[src/rtl/week5_ex7_challenge_sweep_controller.sv]
// ============================================================================
// Module   : week5_ex7_challenge_sweep_controller
// Brief    : Exhaustive 7-bit stimulus sweep with Y ones-count and LFSR signature.
//            Optional truth-table capture when SWEEP_TRUTH_TABLE_EN is defined.
// Revision : 1.0 - initial release
// ============================================================================
`default_nettype none

module week5_ex7_challenge_sweep_controller #(
    parameter int         SETTLE_CYCLES = 2,
    parameter logic [6:0] LAST_VEC      = 7'd127,
    parameter logic [15:0] SIG_SEED     = 16'hFFFF
) (
    input  logic        clk,
    input  logic        rst_n,
    input  logic        start,
    input  logic        abort,
    input  logic        y_in,
    output logic [6:0]  vec_out,
    output logic        busy,
    output logic        done,
    output logic [7:0]  ones_count,
`ifdef SWEEP_TRUTH_TABLE_EN
    output logic [15:0] signature,
    output logic [127:0] truth_table
`else
    output logic [15:0] signature
`endif
);

    localparam logic [3:0] C_SETTLE = 4'(SETTLE_CYCLES);

    typedef enum logic [1:0] {
        ST_IDLE   = 2'd0,
        ST_SETTLE = 2'd1,
        ST_SAMPLE = 2'd2,
        ST_DONE   = 2'd3
    } state_t;

    state_t     r_state;
    logic [3:0] r_settle_cnt;
    logic       w_sig_fb;
    logic       w_accept;

    assign w_sig_fb = signature[15] ^ signature[14] ^ signature[12] ^ signature[3] ^ y_in;
    assign w_accept = (r_state == ST_IDLE) && start && !abort;

    always_ff @(posedge clk or negedge rst_n) begin
        if (!rst_n) begin
            r_state      <= ST_IDLE;
            r_settle_cnt <= 4'd0;
            vec_out      <= 7'd0;
            busy         <= 1'b0;
            done         <= 1'b0;
            ones_count   <= 8'd0;
            signature    <= SIG_SEED;
        end else begin
            done <= 1'b0;
            unique case (r_state)
                ST_IDLE: begin
                    if (w_accept) begin
                        vec_out      <= 7'd0;
                        r_settle_cnt <= C_SETTLE;
                        ones_count   <= 8'd0;
                        signature    <= SIG_SEED;
                        busy         <= 1'b1;
                        r_state      <= ST_SETTLE;
                    end
                end
                ST_SETTLE: begin
                    if (abort) begin
                        vec_out <= 7'd0;
                        busy    <= 1'b0;
                        r_state <= ST_IDLE;
                    end else if (r_settle_cnt <= 4'd1) begin
                        r_state <= ST_SAMPLE;
                    end else begin
                        r_settle_cnt <= r_settle_cnt - 4'd1;
                    end
                end
                ST_SAMPLE: begin
                    // An aborted sample is discarded; the partial results are invalid anyway.
                    if (abort) begin
                        vec_out <= 7'd0;
                        busy    <= 1'b0;
                        r_state <= ST_IDLE;
                    end else begin
                        ones_count <= ones_count + {7'd0, y_in};
                        signature  <= {signature[14:0], w_sig_fb};
                        if (vec_out == LAST_VEC) begin
                            busy    <= 1'b0;
                            done    <= 1'b1;
                            r_state <= ST_DONE;
                        end else begin
                            vec_out      <= vec_out + 7'd1;
                            r_settle_cnt <= C_SETTLE;
                            r_state      <= ST_SETTLE;
                        end
                    end
                end
                ST_DONE: begin
                    vec_out <= 7'd0;
                    r_state <= ST_IDLE;
                end
                default: r_state <= ST_IDLE;
            endcase
        end
    end

`ifdef SWEEP_TRUTH_TABLE_EN
    always_ff @(posedge clk or negedge rst_n) begin
        if (!rst_n) begin
            truth_table <= 128'd0;
        end else if (w_accept) begin
            truth_table <= 128'd0;
        end else if (r_state == ST_SAMPLE && !abort) begin
            truth_table[vec_out] <= y_in;
        end
    end
`endif

endmodule

`default_nettype wire

[config.mk]
export PLATFORM = sky130hd
export DESIGN_NAME = week5_ex7_challenge_sweep_controller
export DESIGN_NICKNAME = d
export VERILOG_FILES = /design/src/rtl/week5_ex7_challenge_sweep_controller.sv
export SDC_FILE = /design/constraint.sdc
export NUM_CORES = 1
export LEC_CHECK = 0
export BUFFER_PORTS_ARGS = -buffer_cell sky130_fd_sc_hd__buf_2
export CAP_MARGIN = 20
export CORE_MARGIN = 5
export CORE_UTILIZATION = 25
export CTS_BUF_LIST = sky130_fd_sc_hd__clkbuf_4 sky130_fd_sc_hd__clkbuf_8 sky130_fd_sc_hd__clkbuf_16
export DETAILED_ROUTE_END_ITERATION = 7
export PLACE_DENSITY = 0.46
export SLEW_MARGIN = 0
export SYNTH_ARGS = -nofsm -noshare
export SYNTH_HDL_FRONTEND = slang
export SYNTH_SLANG_ARGS = --single-unit
[constraint.sdc]
create_clock -name clk -period 3.01 [get_ports clk]
set_clock_uncertainty 0.15 [all_clocks]
set_input_delay 0.602 -clock clk [delete_from_list [all_inputs] [get_ports clk]]
set_output_delay 0.602 -clock clk [all_outputs]
set_load 0.01 [all_outputs]
# Word level (Yosys, flattened, before mapping)
# Cells that the tools add are included.
[word_totals]
word_cells = 70
inputBits = 5
out_inout_bits = 33
ff_bits = 39
[classes]
muxes = 31
n_reduce_logical = 11
magnitude_cmp = 1
addsub = 3
bitwise_logic = 4
eq_ne = 13
[ops]
columns = ["op", "n"]
rows = [
  ["$mux 16", 2],
  ["$pmux 16 s2", 1],
  ["$mux 7", 4],
  ["$pmux 7 s4", 1],
  ["$mux 4", 5],
  ["$mux 8", 2],
  ["$pmux 8 s2", 1],
  ["$ne 2x2->1 const B", 6],
  ["$pmux 4 s3", 1],
  ["$mux 2", 5],
  ["$ne 3x3->1 const B", 3],
  ["$add 8x1->8", 1],
  ["$pmux 2 s4", 1],
  ["$add 7x1->7 const B", 1],
  ["$eq 7x7->1 const B", 1],
  ["$mux 1", 7],
  ["$reduce_and 3->1", 2],
  ["$reduce_and 6->1", 1],
  ["$eq 2x2->1 const B", 2],
  ["$le 4x1->1 const B", 1],
  ["$reduce_and 4->1", 1],
  ["$sub 4x1->4 const B", 1],
  ["$xor 1x1->1", 4],
  ["$pmux 1 s3", 1],
  ["other kinds (7)", 8],
]

# Logic depth before layout (Yosys ltp)
# Gate-level depths: netlist (run 1).
[logic_depth]
ltp_word = 6
mapped_depth = 8
mapped_depth_nobuf = 6

# Worst setup path after synthesis (run 1)
# OpenSTA, ideal clock, no wires.
[synth_path]
path_kind = "reg2reg"
startpoint = "register r_state[0]"
endpoint = "register ones_count[2]"
n_path_buf = 0
period_less_slack_ns = 1.893
arrival_time_ns = 1.622
setup_slack_ns = 1.117
path_stages_with_launch = 7
required_time_ns = 2.739
cell_sequence = "dfrtp_1 -> inv_1 -> ha_1 -> mux2i_1 -> nor3_1 -> mux2_2 -> a22o_1"
[synth_via]
elab_chain_len = 5
[synth_rtl]
columns = ["item", "line_no", "source"]
rows = [
  ["from (decl)", "40", "state_t r_state;"],
  ["from (signal assigned)", "50", "r_state <= ST_IDLE;"],
  ["from (signal assigned)", "67", "r_state <= ST_SETTLE;"],
  ["from (signal assigned)", "74", "r_state <= ST_IDLE;"],
  ["$logic_not 2->1", "46, 59", ""],
  ["$logic_and 1x1->1 (2 in a row)", "46", "assign w_accept = (r_state == ST_IDLE) && start && !abort;"],
  ["$ne 2x2->1 (no line)", "--", ""],
  ["$reduce_and 3->1 (no line)", "--", ""],
  ["to (signal assigned)", "88", "ones_count <= ones_count + {7'd0, y_in};"],
  ["to (decl)", "22", "output logic [7:0] ones_count,"],
]
# Several ways; a longest one is shown, not always the timed one.
# A chain may end at the register's enable or synchronous reset.

# Final worst setup path (run 1)
[layout_path]
startpoint = "register r_state[0]"
endpoint = "register signature[7]"
[layout_via]
elab_chain_len = 5
[layout_rtl]
columns = ["item", "line_no", "source"]
rows = [
  ["$logic_not 2->1", "46, 59", ""],
  ["$logic_and 1x1->1 (2 in a row)", "46", ""],
  ["$ne 2x2->1 (no line)", "--", ""],
  ["$reduce_and 3->1 (no line)", "--", ""],
  ["to (signal assigned)", "89", "signature <= {signature[14:0], w_sig_fb};"],
  ["to (decl)", "27", "output logic [15:0] signature"],
]
# Several ways; a longest one is shown, not always the timed one.

==> results of run 1 <==
-- cell families (layout without fill, tap and decap cells) --
logic type                 after synthesis  after routing  synth area share
muxes                                    6              6           0.03053
xor gates and xnor gates                 7              7           0.03053
DFF                                     39             39            0.4959
and+or+nand+nor                         48             48            0.1402
adders and majority gates               10             10           0.06231
buffers and inverters                   14             55           0.02928
AOI/OAI and AO/OA                       56             56            0.2112
-- final cells by class --
type | instances | area share
flip-flops and latches | 39 | 0.4122
multi-input cells | 127 | 0.3946
repair buffers | 38 | 0.07975
well taps | 102 | 0.05282
clock buffers | 7 | 0.04454
inverters | 9 | 0.01398
clock inverters | 1 | 0.002071
-- metal layers --
metal | track usage | share of wire
met4 | 0.04097 | 0.020
met3 | 0.02665 | 0.052
met2 | 0.1555 | 0.46
met5 | 0 | 0
met1 | 0.1238 | 0.47
-- placed cells by master (no fill, tap or decap), drive strengths merged, types with 5 or more instances in the layout --
master,n
buf,38
dfrtp,23
dfstp,16
o22a,15
a21oi,12
ha,10
nor2,10
inv,9
nand3,7
clkbuf,7
o21ai,7
nand2,6
xnor2,6
mux2i,5
nor4,5
-- where the power goes --
part           switching, W  internal [W]
clock              0.000187      0.000235
combinational      0.000276      0.000177
sequential        0.0000409      0.000585
total              0.000503      0.000997
-- stage by stage --
step / util / cells / power, W / hold WS (ns)
global route: 0.3111 / 323 / 0.001603 / 0.3580
detailed placement: 0.2966 / 315 / 0.001094 / 0.3556
global placement: 0.2966 / 315 / 0.001096 / 0.3545
CTS: 0.3111 / 323 / 0.001526 / 0.3076
finish: 0.3111 / 323 / 0.001500 / 0.2839
floorplan: - / 180 / 0.0009708 / 0.1564
-- worst paths after layout --
check | from | end | slack, ns | cells after the start
setup / recovery | r_state[0] | signature[7] | 0.86 | 5
setup reg to reg | r_state[0] | signature[7] | 0.86 | 5
max in group asynchronous | rst_n | ones_count[4] | 1.86 | 1
min in group clk | signature[0] | signature[0] | 0.37 | 2
hold / removal | rst_n | vec_out[2] | 0.28 | 1
hold reg to reg | signature[0] | signature[0] | 0.37 | 2
-- worst max-delay path, cell delays in order, from the launching register on --
cell and delay (ns):
dfrtp_1 0.40, inv_1 0.12, ha_1 0.37, mux2i_1 0.25, nor2_2 0.54, o22a_1 0.25
-- sequential cells by signal, indices dropped and copies added, names as in the netlist --
register / count
busy: 1
done: 1
ones_count: 8
r_settle_cnt: 4
r_state: 2
signature: 16
vec_out: 7
==> summary.md, run 1 <==
| Metric | Value |
|---|---|
| Crit path arrival time | 2.24 ns |
| Clock-pin slew on the worst setup and hold paths | 0.08 ns |
| Worst Setup End Kind | flop |
| Resized Gates After CTS | 0 |
| Vias per cell | 4.858 |
| Placed inst area | 2303 um2 |
| Top FF cell, synth | dfrtp_1 |
| Worst Max-Slew Pin Slew | 0.8983 ns |
| RePlAce Congestion | 0.7470 |
| Cell Area, Synth | 2008 um2 |
| Residual DRC | 0 |
| Final setup vio count | 0 |
| Fmax | 0.4648 GHz |
| Die ar. | 9925 um2 |
| Initial antenna violation count | 0 |
| Mapped Nets | 195 |
| P&R area growth vs syn | 20.31% |
| Ranking of synthesized cells by area | dfrtp_1 (29%), dfstp_2 (21%), o22a_1 (6.5%), ha_1 (6.2%), a21oi_1 (2.7%) |
| Ys async rst share | 1.000 |
| Mapped Cells | 180 |
| Fin nets | 235 |
| First-pass GRT wire length | 7.734 mm |
| Worst vdd ir | 0.0002732 V |
| RSZ-0062 raised after global routing | no |
| Most frequent cell after synthesis | dfrtp_1 |
| Synth top area share | 0.2866 |
| GRT overflow | 0 |
| Min-delay worst type | in -> async |
| Final setup TNS | 0 ns |
| CORE AREA | 7767 um2 |
| Max Slew Vio Count | 0 |
| Row cnt | 32 |
| Number of port buffers | 37 |
| CP startpoint kind | flop |
| Outcome | finished, final reports clean |
| Worst path required time | 3.10 ns |
| Die H | 99.63 um |
| All-Layer GR Usage | 0.09733 |
| Fin. Hold Viols | 0 |
| Initial Util | 0.2585 |
| Root Buffer | clkbuf_8 |
| TritonCTS clock tree | built |
| CTS Sinks | 39 |
| Yosys top cell by area | dfrtp_1 |
| Number of diodes | 0 |
| Drt pass-1 iters | 4 |
| Max_slew headroom | 0.4011 |
| Final std cell area, no fill | 2416 um2 |
| Synth Warn # | 0 |
| Final min period | 2.152 ns |
| Layout cells sized above 1 | 0.3258 |
| Register area share after synthesis | 0.4960 |
| Worst Setup Slack, final | 0.8584 ns |
| Leak pwr | 1.049 nW |
| Worst skew pair latency | 0.30 ns |
| Cts bufs inserted | 5 |
| DRT antenna net count | 0 |
| Routed wire length | 4.556 mm |
| Total of max-cap violations | 0 |
| Pin count of the biggest net entering global routing | 40 |
| Storage cell area | 996.0 um2 |
| Vias in the first global route | 1576 |
| Top cells by count, synth | dfrtp_1 (23), dfstp_2 (16), o22a_1 (15) |
| DP HPWL | 3.248 mm |
| Synth Register Bits | 39 |
| Area of the multi-input gates | 953.4 um2 |
| Mean Syn Cell Area | 11.16 um2 |
| Distinct cells, synth | 49 |
| DIE WIDTH | 99.63 um |
| Post-synth EDFFs | 0 |
| Io pins | 38 |
| Buffer count from post-CTS setup fixing | 0 |
| Worst slack at placement | 0.8537 ns |
| Pwr/cell area | 621.0 nW/um2 |
| Routed len/inst | 14.11 um |
| Crit-path max FO | 16 |
| CTS Hold Bufs | 0 |
| DR iter-0 viols | 70 |
| Fillers | 834 |
| CTS H-tree lvls | 2 |
| Critical path type | reg -> reg |
| CTS Buffer Depth | 2 |
| Period utilization | 0.7148 |
| Via count | 1569 |
(Power assumes the default switching activity.)
==> run 2, diff against run 1 <==
Clock period 3.01 ns to 2 ns, I/O delays scaled along.
==> summary.md, run 2 (synthesized netlist as in run 1, its figures left out) <==
| Metric | Value |
|---|---|
| Outcome | finished, final reports clean |
| DP HPWL | 3.588 mm |
| GR peak layer | met2 |
| Leak pwr | 1.142 nW |
| Storage cell area | 996.0 um2 |
| Power Total | 0.002473 W |
| Int Pwr | 0.001641 W |
| Met3 global-route usage | 0.02735 |
| Pin count of the biggest net entering global routing | 18 |
| CP max-delay cell | dfrtp_1 |
| Row cnt | 32 |
| P&R area growth vs syn | 29.47% |
| Sequential share of power | 0.378 |
| Critical Path Max Stage Delay | 0.41 ns |
| CP startpoint kind | flop |
| Initial antenna violation count | 0 |
| Clock-pin slew on the worst setup and hold paths | 0.09 ns |
| Max Slew Vio Count | 0 |
| Area of the multi-input gates | 984.7 um2 |
| Period utilization | 0.9709 |
| CTS Sinks | 39 |
| Worst Setup Slack, final | 0.05811 ns |
| Top delay family on crit path | compound AO/OA/AOI/OAI gates |
| Critical path type | reg -> reg |
| Worst slack at placement | -0.002711 ns |
| Worst skew pair latency | 0.30 ns |
| Switching Fraction | 0.3365 |
| Crit path arrival time | 1.98 ns |
| Routed len/inst | 13.95 um |
| Worst path required time | 2.04 ns |
| DRT antenna net count | 0 |
| M1 GR Usage | 0.1295 |
| CORE AREA | 7767 um2 |
| Drt pass-1 iters | 4 |
| Hold WS | 0.3314 ns |
| Fillers | 823 |
| RSZ-0062 raised after global routing | yes |
| Final min period | 1.942 ns |
| Final setup vio count | 0 |
| Hold Path Origin | y_in |
| Crit-path max FO | 5 |
| Number of port buffers | 37 |
| Io pins | 38 |
| Die H | 99.63 um |
| Routed wire length | 4.770 mm |
| Largest reg by FF count | signature |
| Most common cell after layout, fill and taps aside | buf_2 |
| Vias in the first global route | 1650 |
| Net Sw Power | 0.0008320 W |
| Top Registers | signature x16, ones_count x8, vec_out x7 |
| Cts bufs inserted | 5 |
| Die ar. | 9925 um2 |
| Max_slew headroom | 0.7445 |
| Fin. Hold Viols | 0 |
| Combinational power share | 0.343 |
| CTS Buffer Depth | 2 |
| RePlAce Congestion | 0.8060 |
| Worst Max-Slew Pin Slew | 0.3823 ns |
| Commonest non-fill, non-tap cells in the layout | buf_2 (37), dfrtp_1 (23), buf_4 (18) |
| R2r setup slk | 0.06 ns |
| Vias per cell | 4.778 |
| Critical Path, Cell by Cell | ha_1, and4_1, a22oi_2, nand2_1, a221o_1 |
| Fin nets | 254 |
| Number of diodes | 0 |
| All-Layer GR Usage | 0.1013 |
| R2R Path Start | vec_out[1] |
| Via count | 1634 |
| DR iter-0 viols | 52 |
| Residual DRC | 0 |
| Met2 GRT Util | 0.1606 |
| Worst Setup End Kind | flop |
| Fmax | 0.5150 GHz |
| Root Buffer | clkbuf_8 |
| Largest register FFs | 16 |
| Min-delay worst type | in -> reg |
| DIE WIDTH | 99.63 um |
| WP buf/inv | 0 |
| Pwr/cell area | 951.0 nW/um2 |
| Clk network pwr share | 0.279 |
| Crit path from | vec_out[1] |
| Worst vdd ir | 0.0003694 V |
| GRT overflow | 0 |
| Post-layout util | 0.3347 |
| Layout cells sized above 1 | 0.3958 |
| TritonCTS clock tree | built |
| Final setup TNS | 0 ns |
| First-pass GRT wire length | 8.079 mm |
| CTS H-tree lvls | 2 |
| Initial Util | 0.2585 |
| Total of max-cap violations | 0 |
==> run 2: cell count changes in the layout (fill, tap and decap cells not counted), sizes merged <==
cell	previous run	this run
buf	38	56
dlygate4sd3	0	1
bufinv	0	1
inv	9	10
clkbuf	7	5
==> run 2: worst paths after layout <==
check,end,depth (start not counted)
min in group asynchronous,vec_out[4],2
setup reg to reg,r_settle_cnt[0],5
max in group asynchronous,signature[0],3
setup / recovery,r_settle_cnt[0],5
hold / removal,signature[0],4
hold reg to reg,ones_count[6],1
==> run 2: stage by stage <==
stage / instance area (um2) / instances
2_1_floorplan: 2008 / 180
3_3_place_gp: 2424 / 331
3_5_place_dp: 2424 / 331
4_1_cts: 2554 / 340
5_1_grt: 2600 / 342
6_report: 2600 / 342
==> run 2: power groups by stage <==
stage,sequential (W),combinational (W),clock [W]
floorplan,0.000966,0.000496,0
global placement,0.000952,0.000809,0
detailed placement,0.000950,0.000808,0
CTS,0.000936,0.000822,0.000707
global route,0.000951,0.000951,0.000754
finish,0.000935,0.000848,0.000690
==> run 2: timing repair <==
action                                 CTS  global route
setup endpoints to repair               17            22
setup buffers                            0             2
endpoints found under the hold margin    6             0
pin swaps                                0             1
hold buffers                             1             0
resized for setup                        1             7
gates cloned                             0             0
==> run 2: area by class of cell <==
class,instances,share of cell area
sequential,39,0.3831
multi-input combinational,127,0.3787
timing repair buffer,57,0.1314
tap,102,0.04909
clock buffer,5,0.02647
clock inverter,3,0.01829
inverter,9,0.01299
==> run 2: worst register-to-register path, cell delays in order, from the launching register on <==
cell and delay [ns]:
dfrtp_1 0.41, ha_1 0.20, and4_1 0.26, a22oi_2 0.28, nand2_1 0.17, a221o_1 0.37
==> run 2: metal layers <==
layer | routed length (um) | vias to the layer above
met5 | 0 | -
met2 | 2232 | 28
met3 | 220 | 6
met4 | 87 | 0
met1 | 2229 | 801
li1 | - | 799
==> run 3, diff against run 2 <==
Settings changed: CORE_MARGIN 5 to 4, GPL_TIMING_DRIVEN set to 0.
==> summary.md, run 3 (synthesized netlist as in run 1, its figures left out) <==
| Metric | Value |
|---|---|
| DIE WIDTH | 97.63 um |
| Drt pass-1 iters | 4 |
| Row cnt | 32 |
| RePlAce Congestion | 0.7817 |
| Period utilization | 0.9628 |
| R2R Path Start | r_state[0] |
| CTS H-tree lvls | 2 |
| Vias in the first global route | 1677 |
| Commonest non-fill, non-tap cells in the layout | buf_2 (41), dfrtp_1 (23), dfstp_2 (16) |
| Clock-pin slew on the worst setup and hold paths | 0.08 ns |
| Critical path endpoint | r_settle_cnt[3] |
| Initial Util | 0.2585 |
| Crit path arrival time | 1.96 ns |
| CTS Buffer Depth | 2 |
| DP HPWL | 3.297 mm |
| Largest register FFs | 16 |
| Io pins | 38 |
| Routed len/inst | 14.18 um |
| Final setup vio count | 0 |
| RSZ-0062 raised after global routing | yes |
| Layout cells sized above 1 | 0.4316 |
| Routed wire length | 4.766 mm |
| Worst skew pair latency | 0.29 ns |
| First-pass GRT wire length | 8.335 mm |
| GRT overflow | 0 |
| Final min period | 1.926 ns |
| Worst Max-Slew Pin Slew | 0.9078 ns |
| Fmax | 0.5193 GHz |
| Worst vdd ir | 0.0003932 V |
| Critical Path, Cell by Cell | inv_2, ha_2, buf_6, and3_4, a22oi_2, buf_4, a32o_1, a22o_1 |
| Pwr/cell area | 921.2 nW/um2 |
| CORE AREA | 7767 um2 |
| Top Registers | signature x16, ones_count x8, vec_out x7 |
| Total of max-cap violations | 0 |
| Outcome | finished, final reports clean |
| R2r setup slk | 0.07 ns |
| Crit-path max FO | 7 |
| Number of port buffers | 37 |
| Initial antenna violation count | 0 |
| Pin count of the biggest net entering global routing | 40 |
| Critical Path Max Stage Delay | 0.41 ns |
| Min-delay worst type | in -> async |
| Fin. Hold Viols | 0 |
| Worst R2R Path Depth | 8 |
| All-Layer GR Usage | 0.1064 |
| CTS Sinks | 39 |
| Crit path from | r_state[0] |
| TritonCTS clock tree | built |
| Most common cell after layout, fill and taps aside | buf_2 |
| Number of diodes | 0 |
| Die H | 97.63 um |
| Die ar. | 9531 um2 |
| P&R area growth vs syn | 28.04% |
| Routed wl met2 | 2.292 mm |
| Final std cell area, no fill | 2571 um2 |
| Critical path type | reg -> reg |
| CP startpoint kind | flop |
| Metal3 WL | 197 um |
| Largest reg by FF count | signature |
| DR iter-0 viols | 93 |
| Worst Setup End Kind | flop |
| Post-placement cell count | 319 |
| Root Buffer | clkbuf_8 |
| Max Slew Vio Count | 0 |
| Highest routed layer | met4 |
| Worst path required time | 2.03 ns |
| Placed inst area | 2321 um2 |
| Hold WS | 0.07614 ns |
| Vias per cell | 4.824 |
| Crit Reg-Reg Endpoint | r_settle_cnt[3] |
| DRT antenna net count | 0 |
| M1 WL | 2.193 mm |
| Via count | 1621 |
| Max_slew headroom | 0.3948 |
| Fin nets | 248 |
| CP max-delay cell | dfrtp_1 |
| Cts bufs inserted | 5 |
| CTS Hold Bufs | 0 |
| Final Non-Filler Cells | 336 |
| Leak pwr | 1.096 nW |
| Residual DRC | 0 |
==> run 3: power breakdown <==
| part | leakage [nW] | internal (W) | switching [W] |
|---|---|---|---|
| clock network | 0.0477 | 0.000239 | 0.000283 |
| registers | 0.479 | 0.000880 | 0.0000637 |
| logic | 0.569 | 0.000411 | 0.000492 |
==> run 3: worst min path at each step <==
stage	start	end	slack, ns	depth (start not counted)
6_report	rst_n	vec_out[4]	0.08	1
5_1_grt	rst_n	vec_out[0]	0.17	1
4_1_cts	rst_n	vec_out[0]	0.12	1
3_5_place_dp	signature[0]	signature[0]	0.35	2
3_3_place_gp	signature[0]	signature[0]	0.36	2
2_1_floorplan	rst_n	busy	-0.05	0
==> run 3: critical path, delay by kind of cell, from the launching register on <==
family / cells / cell delay, ns
compound gates: 3 / 0.50
flops: 1 / 0.41
buf+inv: 3 / 0.40
fa+ha+maj: 1 / 0.19
simple gates: 1 / 0.17
==> run 3: layout make-up <==
class,count,area [um2]
multi-input cells,127,1046
inverters,9,33.78
plain buffers,5,31.28
repair buffers,46,252.7
flip-flops and latches,39,996.0
well taps,102,127.6
clock inverters,3,15.01
fillers,812,5196
clock buffers,5,68.82
==> run 3: per-stage QoR <==
step	util	setup TNS, ns	power (W)	setup WS, ns
floorplan	-	0	0.001461	0.1067
global placement	0.2988	-2.291	0.001664	-0.1594
detailed placement	0.2988	-2.429	0.001659	-0.1702
CTS	0.3165	0	0.002260	0.01617
global route	0.3310	-0.007305	0.002554	-0.007305
finish	0.3310	0	0.002369	0.07431
==> run 3: routing by layer <==
layer,up-vias,global-route usage
li1,788,-
met1,796,0.1347
met2,32,0.1755
met3,5,0.02441
met4,0,0.04153
met5,-,0
==> run 3: timing repair <==
action / CTS / global route
gates resized for setup: 7 / 16
pin swaps: 1 / 2
endpoints found under the hold margin: 0 / 0
setup endpoints to repair: 21 / 28
setup buffers: 3 / 6
